--- config.mk ---
export PLATFORM = sky130hd
export DESIGN_NAME = hazard_ctrl
export DESIGN_NICKNAME = d
export VERILOG_FILES = /design/src/rtl/mips_pkg.sv /design/src/rtl/hazard_ctrl_fwd_unit.sv /design/src/rtl/hazard_ctrl.sv
export SDC_FILE = /design/constraint.sdc
export NUM_CORES = 1
export LEC_CHECK = 0
export CORE_MARGIN = 2
export CORE_UTILIZATION = 35
export DETAILED_ROUTE_END_ITERATION = 12
export GPL_ROUTABILITY_DRIVEN = 0
export PLACE_DENSITY = 0.81
export SLEW_MARGIN = 30
export SYNTH_ARGS = -nofsm -noshare
export SYNTH_HDL_FRONTEND = slang
export SYNTH_HIERARCHICAL = 1
export SYNTH_SLANG_ARGS = --single-unit
--- constraint.sdc ---
create_clock -name clk -period 3.2 [get_ports clk]
set_clock_uncertainty 0.2 [all_clocks]
set_input_delay 0.8 -clock clk [delete_from_list [all_inputs] [get_ports clk]]
set_output_delay 0.8 -clock clk [all_outputs]
set_load 0.05 [all_outputs]
--- src/rtl/mips_pkg.sv ---
// Shared definitions for the MIPS32 pipeline control blocks: forwarding
// select codes, hazard FSM state encoding and the forwarding priority rule.
package mips_pkg;

  localparam logic [1:0] FWD_RF  = 2'b00;
  localparam logic [1:0] FWD_WB  = 2'b01;
  localparam logic [1:0] FWD_MEM = 2'b10;

  typedef enum logic {
    ST_RUN  = 1'b0,
    ST_WAIT = 1'b1
  } state_t;

  // A load sitting in EX/MEM has no data yet, so it is never a forward source.
  function automatic logic [1:0] fwd_sel(
    input logic [4:0] src,
    input logic [4:0] mem_rd,
    input logic       mem_gprwr,
    input logic       mem_lw,
    input logic [4:0] wb_rd,
    input logic       wb_gprwr
  );
    if (mem_gprwr && !mem_lw && mem_rd != 5'd0 && mem_rd == src)
      return FWD_MEM;
    else if (wb_gprwr && wb_rd != 5'd0 && wb_rd == src)
      return FWD_WB;
    else
      return FWD_RF;
  endfunction

endpackage

--- src/rtl/hazard_ctrl_fwd_unit.sv ---
// Combinational ALU operand forwarding selects for both EX source operands.
module fwd_unit
  import mips_pkg::*;
(
  input  logic [4:0] ex_rs,
  input  logic [4:0] ex_rt,
  input  logic [4:0] mem_rd,
  input  logic       mem_gprwr,
  input  logic       mem_lw,
  input  logic [4:0] wb_rd,
  input  logic       wb_gprwr,
  output logic [1:0] fwd_a,
  output logic [1:0] fwd_b
);

  assign fwd_a = fwd_sel(ex_rs, mem_rd, mem_gprwr, mem_lw, wb_rd, wb_gprwr);
  assign fwd_b = fwd_sel(ex_rt, mem_rd, mem_gprwr, mem_lw, wb_rd, wb_gprwr);

endmodule

--- src/rtl/hazard_ctrl.sv ---
// Pipeline hazard controller: data-memory wait FSM with timeout, load-use
// bubble, branch flush and operand forwarding for the five-stage core.
module hazard_ctrl
  import mips_pkg::*;
#(
  parameter int TIMEOUT = 16
) (
  input  logic       clk,
  input  logic       rst,
  input  logic [4:0] id_rs,
  input  logic [4:0] id_rt,
  input  logic [4:0] ex_rs,
  input  logic [4:0] ex_rt,
  input  logic [4:0] ex_rd,
  input  logic       ex_lw,
  input  logic [4:0] mem_rd,
  input  logic       mem_gprwr,
  input  logic       mem_lw,
  input  logic       mem_dmwr,
  input  logic [4:0] wb_rd,
  input  logic       wb_gprwr,
  input  logic       branch_taken,
  input  logic       dm_ready,
  output logic       pc_stall,
  output logic       ifid_stall,
  output logic       idex_stall,
  output logic       exmem_stall,
  output logic       ifid_flush,
  output logic       idex_flush,
  output logic       memwb_bubble,
  output logic [1:0] fwd_a,
  output logic [1:0] fwd_b,
  output logic       dm_req,
  output logic       dm_err
);

  localparam int CW = $clog2(TIMEOUT + 1);
  localparam logic [CW-1:0] CNT_MAX = CW'(TIMEOUT);

  state_t        state, state_nxt;
  logic [CW-1:0] cnt, cnt_nxt;
  logic          dm_err_nxt;
  logic          mem_acc, mem_stall, load_use, branch_flush;
  logic [1:0]    fwd_a_raw, fwd_b_raw;

  assign mem_acc = mem_lw | mem_dmwr;

  // NOTE: state registers use non-blocking assignments so every flop samples
  // the pre-edge values; the combinational block below uses blocking ones.
  always_ff @(posedge clk) begin
    if (rst) begin
      state  <= ST_RUN;
      cnt    <= '0;
      dm_err <= 1'b0;
    end else begin
      state  <= state_nxt;
      cnt    <= cnt_nxt;
      dm_err <= dm_err_nxt;
    end
  end

  // NOTE: every output of this block gets a default first so no path can
  // leave it unassigned and infer a latch.
  always_comb begin
    state_nxt  = state;
    cnt_nxt    = cnt;
    dm_err_nxt = dm_err;
    mem_stall  = 1'b0;
    dm_req     = 1'b0;
    unique case (state)
      ST_RUN: begin
        if (mem_acc) begin
          dm_req = 1'b1;
          if (!dm_ready) begin
            mem_stall = 1'b1;
            state_nxt = ST_WAIT;
            cnt_nxt   = CW'(1);
          end
        end
      end
      ST_WAIT: begin
        dm_req = 1'b1;
        if (dm_ready) begin
          state_nxt = ST_RUN;
          cnt_nxt   = '0;
        end else if (cnt < CNT_MAX) begin
          mem_stall = 1'b1;
          cnt_nxt   = cnt + CW'(1);
        end else begin
          // Abort: release the pipeline and flag the lost access.
          dm_err_nxt = 1'b1;
          state_nxt  = ST_RUN;
          cnt_nxt    = '0;
        end
      end
      default: state_nxt = ST_RUN;
    endcase
    if (rst) begin
      dm_req    = 1'b0;
      mem_stall = 1'b0;
    end
  end

  assign load_use = !rst && !mem_stall && ex_lw && ex_rd != 5'd0 &&
                    (ex_rd == id_rs || ex_rd == id_rt);

  // A taken branch lost to a load-use bubble is re-resolved next cycle.
  assign branch_flush = !rst && !mem_stall && !load_use && branch_taken;

  assign pc_stall     = mem_stall | load_use;
  assign ifid_stall   = mem_stall | load_use;
  assign idex_stall   = mem_stall;
  assign exmem_stall  = mem_stall;
  assign memwb_bubble = rst | mem_stall;
  assign idex_flush   = rst | load_use;
  assign ifid_flush   = rst | branch_flush;

  fwd_unit u_fwd (
    .ex_rs     (ex_rs),
    .ex_rt     (ex_rt),
    .mem_rd    (mem_rd),
    .mem_gprwr (mem_gprwr),
    .mem_lw    (mem_lw),
    .wb_rd     (wb_rd),
    .wb_gprwr  (wb_gprwr),
    .fwd_a     (fwd_a_raw),
    .fwd_b     (fwd_b_raw)
  );

  assign fwd_a = rst ? FWD_RF : fwd_a_raw;
  assign fwd_b = rst ? FWD_RF : fwd_b_raw;

endmodule
; Yosys cells after proc, flatten, opt, wreduce, memory -nomap -nowiden
; Cells that the tools add are included.
; W data, S select, Z words.
[word_totals]
ff_bits = 7
latch_bits = 0
ramBits = 0
rom_bits = 0
inputBits = 44
output_inout_bits = 13
elab_cells = 64
mem_count = 0
[op_classes]
add_sub_neg = 1
mul = 0
div = 0
magnitude_cmp = 1
eq_ne = 8
n_shift = 0
muxes = 20
bitwise = 8
n_reduce_logical = 23
[ops]
columns = op, count
row1 = $eq A5 B5 Y1, 6
row2 = $mux W5, 4
row3 = $reduce_bool A5 Y1, 3
row4 = $logic_and A1 B1 Y1, 13
row5 = $pmux W5 S2, 1
row6 = $mux W1, 9
row7 = $mux W2, 4
row8 = $add A5 B1 Y5 const B, 1
row9 = $lt A5 B5 Y1 const B, 1
row10 = $or A1 B1 Y1, 5
row11 = $logic_not A1 Y1, 4
row12 = $ne A2 B2 Y1 const B, 2
row13 = $pmux W1 S2, 2
row14 = $not A1 Y1, 3
row15 = $reduce_and A3 Y1, 1
row16 = $reduce_and A2 Y1, 1
row17 = $logic_or A1 B1 Y1, 1

; Longest topological paths before layout
[depth]
ltp_word = 14
depth_mapped = 5
depth_no_buf = 5

; Hierarchy
; Netlist, hierarchy kept.
[by_module_without_submodules]
columns = mod, instances, cells_each, area_per_inst_um2, seq_area_each_um2
row1 = hazard_ctrl, 1, 65, 546.8, 140.1
row2 = fwd_unit, 1, 35, 264.0, 0.0

; Least setup slack after synthesis
; Ideal clock, no wire load.
[synth_path]
kind = input to output
from = input mem_rd[3]
to = output fwd_a[0]
arrival_time_ns = 2.508
required_ns = 2.200
slack_ns = -0.308
stages = 5
n_path_buf = 0
cell_sequence = or4_1 > o21ai_2 > nor4_1 > nor4_1 > nor2b_1
[synth_between]
elab_chain_cells = 5
elab_cells_between_ends = 6
cone_classes = eq/ne (1) / mux (2) / reduce/logical (3)
[synth_rtl]
columns = element, line_no
row1 = from (decl), hazard_ctrl.sv:16  ; input logic [4:0] mem_rd,
row2 = $reduce_bool A5 Y1, mips_pkg.sv:23  ; if (mem_gprwr && !mem_lw && mem_rd != 5'd0 && mem_rd == src)
row3 = $logic_and A1 B1 Y1, mips_pkg.sv:23
row4 = $logic_and A1 B1 Y1 *, mips_pkg.sv:23
row5 = $mux W2 *, mips_pkg.sv:23
row6 = net fwd_a_raw[0], hazard_ctrl.sv:44  ; logic [1:0] fwd_a_raw, fwd_b_raw;
row7 = $mux W2 *, hazard_ctrl.sv:130  ; assign fwd_a = rst ? FWD_RF : fwd_a_raw;
row8 = to (decl), hazard_ctrl.sv:31  ; output logic [1:0] fwd_a,
; Mark *: on every way through the listed nets, which the timed path passes. The rest lies on a longest branch.

; Final worst setup path
[layout_path]
from = input mem_rd[1]
to = output fwd_a[0]
; Same word-level chain as after synthesis.

==> flow_results.org <==
** Synthesis
- Among all cell types in the netlist, the one instantiated most often is xnor2_1.
- Count of flip-flops with a built-in enable after synthesis :: 0
- Counting distinct cell types in the post-synthesis netlist gives 33.
- Synthesized cell area :: ~810 sq um
- The share of the Yosys chip area taken by registers is between 15 and 20%.
- Yosys attributes the largest share of cell area to dfxtp_1 17%, xnor2_1 17%, xor2_1 15%, nor2b_1 3.9%, nor2_1 3.2%.
- The share of synthesized area in the top cell type comes to ~17%.
- Syn avg cell area :: around 8 sq um
- Post-Syn Instances :: 100
- Async SR Flop Fraction :: 0%
- Total of flip-flops plus latches after synthesis :: 7
- Ranked by instance count, the synthesized netlist is headed by 16 x xnor2_1, 14 x xor2_1, 7 x dfxtp_1, 7 x nor2_1.
- Synthesis warning total :: 6
- Most used DFF post-synth :: dfxtp_1
- Number of nets in the synthesized netlist :: 145
- Cell type with the largest total area after synthesis :: dfxtp_1

** Finish
- Area added between synthesis and finish :: 134%
- Final core occ :: 86.5%
- Ratio of cells with drive above 1 in the final layout :: roughly two fifths
- 0 antenna diodes ended up in the layout.
- Final #Nets :: around 230
- Fin cells :: ~210
- Finished layout cell area :: around 0.0019 sq mm

** Critical path
- Setup slack of the worst register-to-register path :: approximately 1.5 ns
- Path type of the worst setup path :: primary input to primary output
- CP required :: between 2 and 2.5 ns
- In this design, the largest share of critical-path delay is due to simple AND/OR/NAND/NOR gates.
- Following the worst setup path forward leads to its endpoint at fwd_a[0].
- Endpoint of the lowest-slack register-to-register path :: cnt[3]
- The most critical setup path has its startpoint at mem_rd[1].
- Count of buffering cells on the critical path with inverters included :: 2
- The largest single stage delay on the critical path is about 0.55 ns.
- Cell depth of the worst setup path :: 7
- Measured in cells, the most critical reg-to-reg path has a length of 3.
- The signal on the critical path passes through buf_6 > or4_4 > o21ai_4 > nor4_2 > nor4_2 > nor2b_4 > buf_12.
- STA classifies the critical path endpoint as a primary output.
- Of all nets on the critical path, the largest fanout is 2.
- The worst setup path is launched from a primary input.
- The slowest stage of the critical path is the or4_4 cell.
- CP dominant cell by count :: nor4_2
- The worst register-to-register path begins at state.
- Arrival time at the worst endpoint :: ~2.4 ns

** Place
- Post-detailed-placement cell area :: ~0.0017 sq mm
- HPWL after detailed placement :: 2480 um
- Buffers added on ports :: 56
- The number of placed instances, taps included, is approximately 200.

** Routing
- Count of nets left with antenna violations after detail routing :: 0
- Summed over all layers, the routed wires come to 4140 um.
- Total number of vias :: approximately 1.2k
- Signal routing reaches up to met4.
- After detailed routing, the number of vias per cell comes to 5.71.
- Drt first-iter violations :: 30
- Dividing the detail-routed wire length by the instance count gives 20.0 um.
- Post-route DRC violation count :: 0
- Met3 routed WL :: 314 um
- In the final routing, the length of wire on met1 measures ~1500 um.
- Met2 routed wirelength :: ~2200 um
- The first TritonRoute pass finished after 4 iterations.

** Power and ir drop
- The share of total power dissipated in the clock network is roughly a fifth.
- Per report_power, the sequential group accounts for 21.9% of the total.
- Switching power as a share of total power :: ~38%
- Power density cells :: around 220 mW/mm^2
- Summed over all nets, the switching power comes to 0.000161 W.
- Static leakage :: between 0.8 and 0.9 nW
- Combinational power share :: approximately three fifths
- Across the VDD grid, the largest voltage drop is ~0.21 mV.
- Internal Power :: between 0.0002 and 0.0003 W

** GRT
- The first global-routing pass estimated a little under 5000 um of wire.
- Largest net degree at the start of global routing :: 14
- Number of global-route vias before repair :: about 1.2k
- Initial antenna violation count :: 0
- For this run, the total global-route usage over all layers was measured as approximately a quarter.
- After global routing the overflow that remains totals 0.

** STA
- The total count of max-transition violations in the final report is 0.
- Timing would allow up to between 200 and 300 MHz.
- Fraction of the cycle the final worst path needs :: 105%
- Slew of the pin with the lowest slew margin :: 0.486 ns
- On the final layout, the worst hold slack is around 0.3 ns.
- The final hold violation count is 0.
- Subtracting the final worst setup slack from the clock period gives 3.36 ns.
- Unrepaired setup endpoints after global routing :: true
- Across all setup checks in the final design, the least slack found is -0.159 ns.
- Relative slew margins :: between 60 and 70%
- Final setup TNS :: -0.342 ns
- Setup violations remaining at the end of the flow were counted as 4.

** Floorplan
- The floorplan has 17 rows.
- Overall die area :: roughly 0.0027 sq mm
- For this design the top-level I/O count stands at 57.
- The die is 52.1 um wide.
- Effective utilization at floorplan :: about 37%
- Chip height :: around 52 um
- The region available for standard cell placement spans roughly 0.0022 sq mm.

** Job
- Across the run, the number of max-cap violations was 0.

** Clock tree
- The clock drives 7 sinks.
- The tree is rooted in a clkbuf_4.
- Counting along the longest clock path gives a buffer depth of 2.
- # hold bufs at CTS :: 0
- TritonCTS built the clock tree.
- Skew-Pair Late Insertion Delay :: approximately 0.25 ns
- TritonCTS created 3 clock buffers.
- After clock tree synthesis, the clock-pin slew on the worst setup and hold paths is 0.05 ns.
- Count of H-tree levels built during CTS :: 1

** Min path
- The min-delay analysis places its worst path in the category register to register.

** Outcome
- Run status :: finished with violations
- The checks that failed: negative setup slack.
-- routing by layer --
layer  GRT usage, %  vias up
li1               -      518
met1           23.6      554
met2           49.4       85
met3           3.16       26
met4           12.4        0
met5              0        -
-- how the worst min path moves through the flow --
stage / cells past startpoint / start / slack, ns / to
3_3_place_gp: 1 / cnt[3] / 0.25 / cnt[3]
3_5_place_dp: 1 / cnt[3] / 0.28 / cnt[3]
4_1_cts: 1 / cnt[3] / 0.29 / cnt[3]
2_1_floorplan: 1 / cnt[3] / 0.24 / cnt[3]
6_report: 2 / dm_err / 0.31 / dm_err
5_1_grt: 2 / dm_err / 0.32 / dm_err
-- registers in the layout, indices dropped and copies added, names as in the netlist --
signal,flops
dm_err,1
cnt,5
state,1
-- layout by cell type (no fill, tap or decap), types with 2 or more instances in the layout --
| master | netlist | layout |
|---|---|---|
| nand4_1 | 3 | 3 |
| xnor2_2 | 0 | 2 |
| buf_4 | 2 | 19 |
| dfxtp_1 | 7 | 7 |
| or4_4 | 1 | 2 |
| buf_12 | 0 | 12 |
| clkdlybuf4s50_1 | 0 | 16 |
| buf_6 | 0 | 5 |
| a211oi_1 | 2 | 2 |
| nand2_1 | 5 | 4 |
| nor3_2 | 0 | 2 |
| nor2b_4 | 0 | 4 |
| clkbuf_2 | 0 | 2 |
| nor2_1 | 7 | 6 |
| clkdlybuf4s15_1 | 0 | 2 |
| inv_1 | 4 | 4 |
| dlymetal6s2s_1 | 0 | 11 |
| nor4_2 | 0 | 3 |
| clkbuf_4 | 0 | 3 |
| xnor2_1 | 16 | 14 |
| nand3_1 | 3 | 2 |
| xor2_1 | 14 | 13 |
| dlygate4sd2_1 | 0 | 10 |
| a21oi_1 | 4 | 4 |
-- power by group through the flow --
stage	clock network, W	logic [W]	registers [W]
2_1_floorplan	0	0.0000853	0.0000935
3_3_place_gp	0	0.000208	0.0000940
3_5_place_dp	0	0.000214	0.0000942
4_1_cts	0.0000831	0.000218	0.0000925
5_1_grt	0.0000891	0.000256	0.0000932
6_report	0.0000843	0.000247	0.0000928
-- layout make-up --
class,instances,area (sq um)
Multi-Input combinational cell,86,820
Tap cell,28,35.0
Fill cell,104,295
Clock buffer,4,26.3
Sequential cell,7,140
Timing Repair Buffer,78,860
Inverter,4,15.0
-- metrics by stage --
step | power [W] | setup slack [ns]
after floorplan | 0.000179 | -0.0627
after global placement | 0.000301 | -0.422
after detailed placement | 0.000308 | -0.550
after CTS | 0.000394 | -0.159
after global routing | 0.000438 | -0.212
final | 0.000424 | -0.159
-- tightest hold or removal path, cell delays in order (launching register included) --
cell	delay [ns]
dfxtp_1	0.33
a31oi_1	0.04
nor2_1	0.09
-- cell families after synthesis --
logic type	after synthesis	share of synthesized area, %
fa+ha+maj	1	1.54
flops	7	17.3
compound gates	19	19.0
buf+inv	7	4.17
xor+xnor	30	32.4
simple gates	36	25.6
-- what timing repair did --
action                                  4_1_cts  5_1_grt
resized for setup                            40       36
endpoints found under the setup margin        8        8
setup buffers                                 1        1
pin swaps                                    15       16
(Power assumes the default switching activity.)
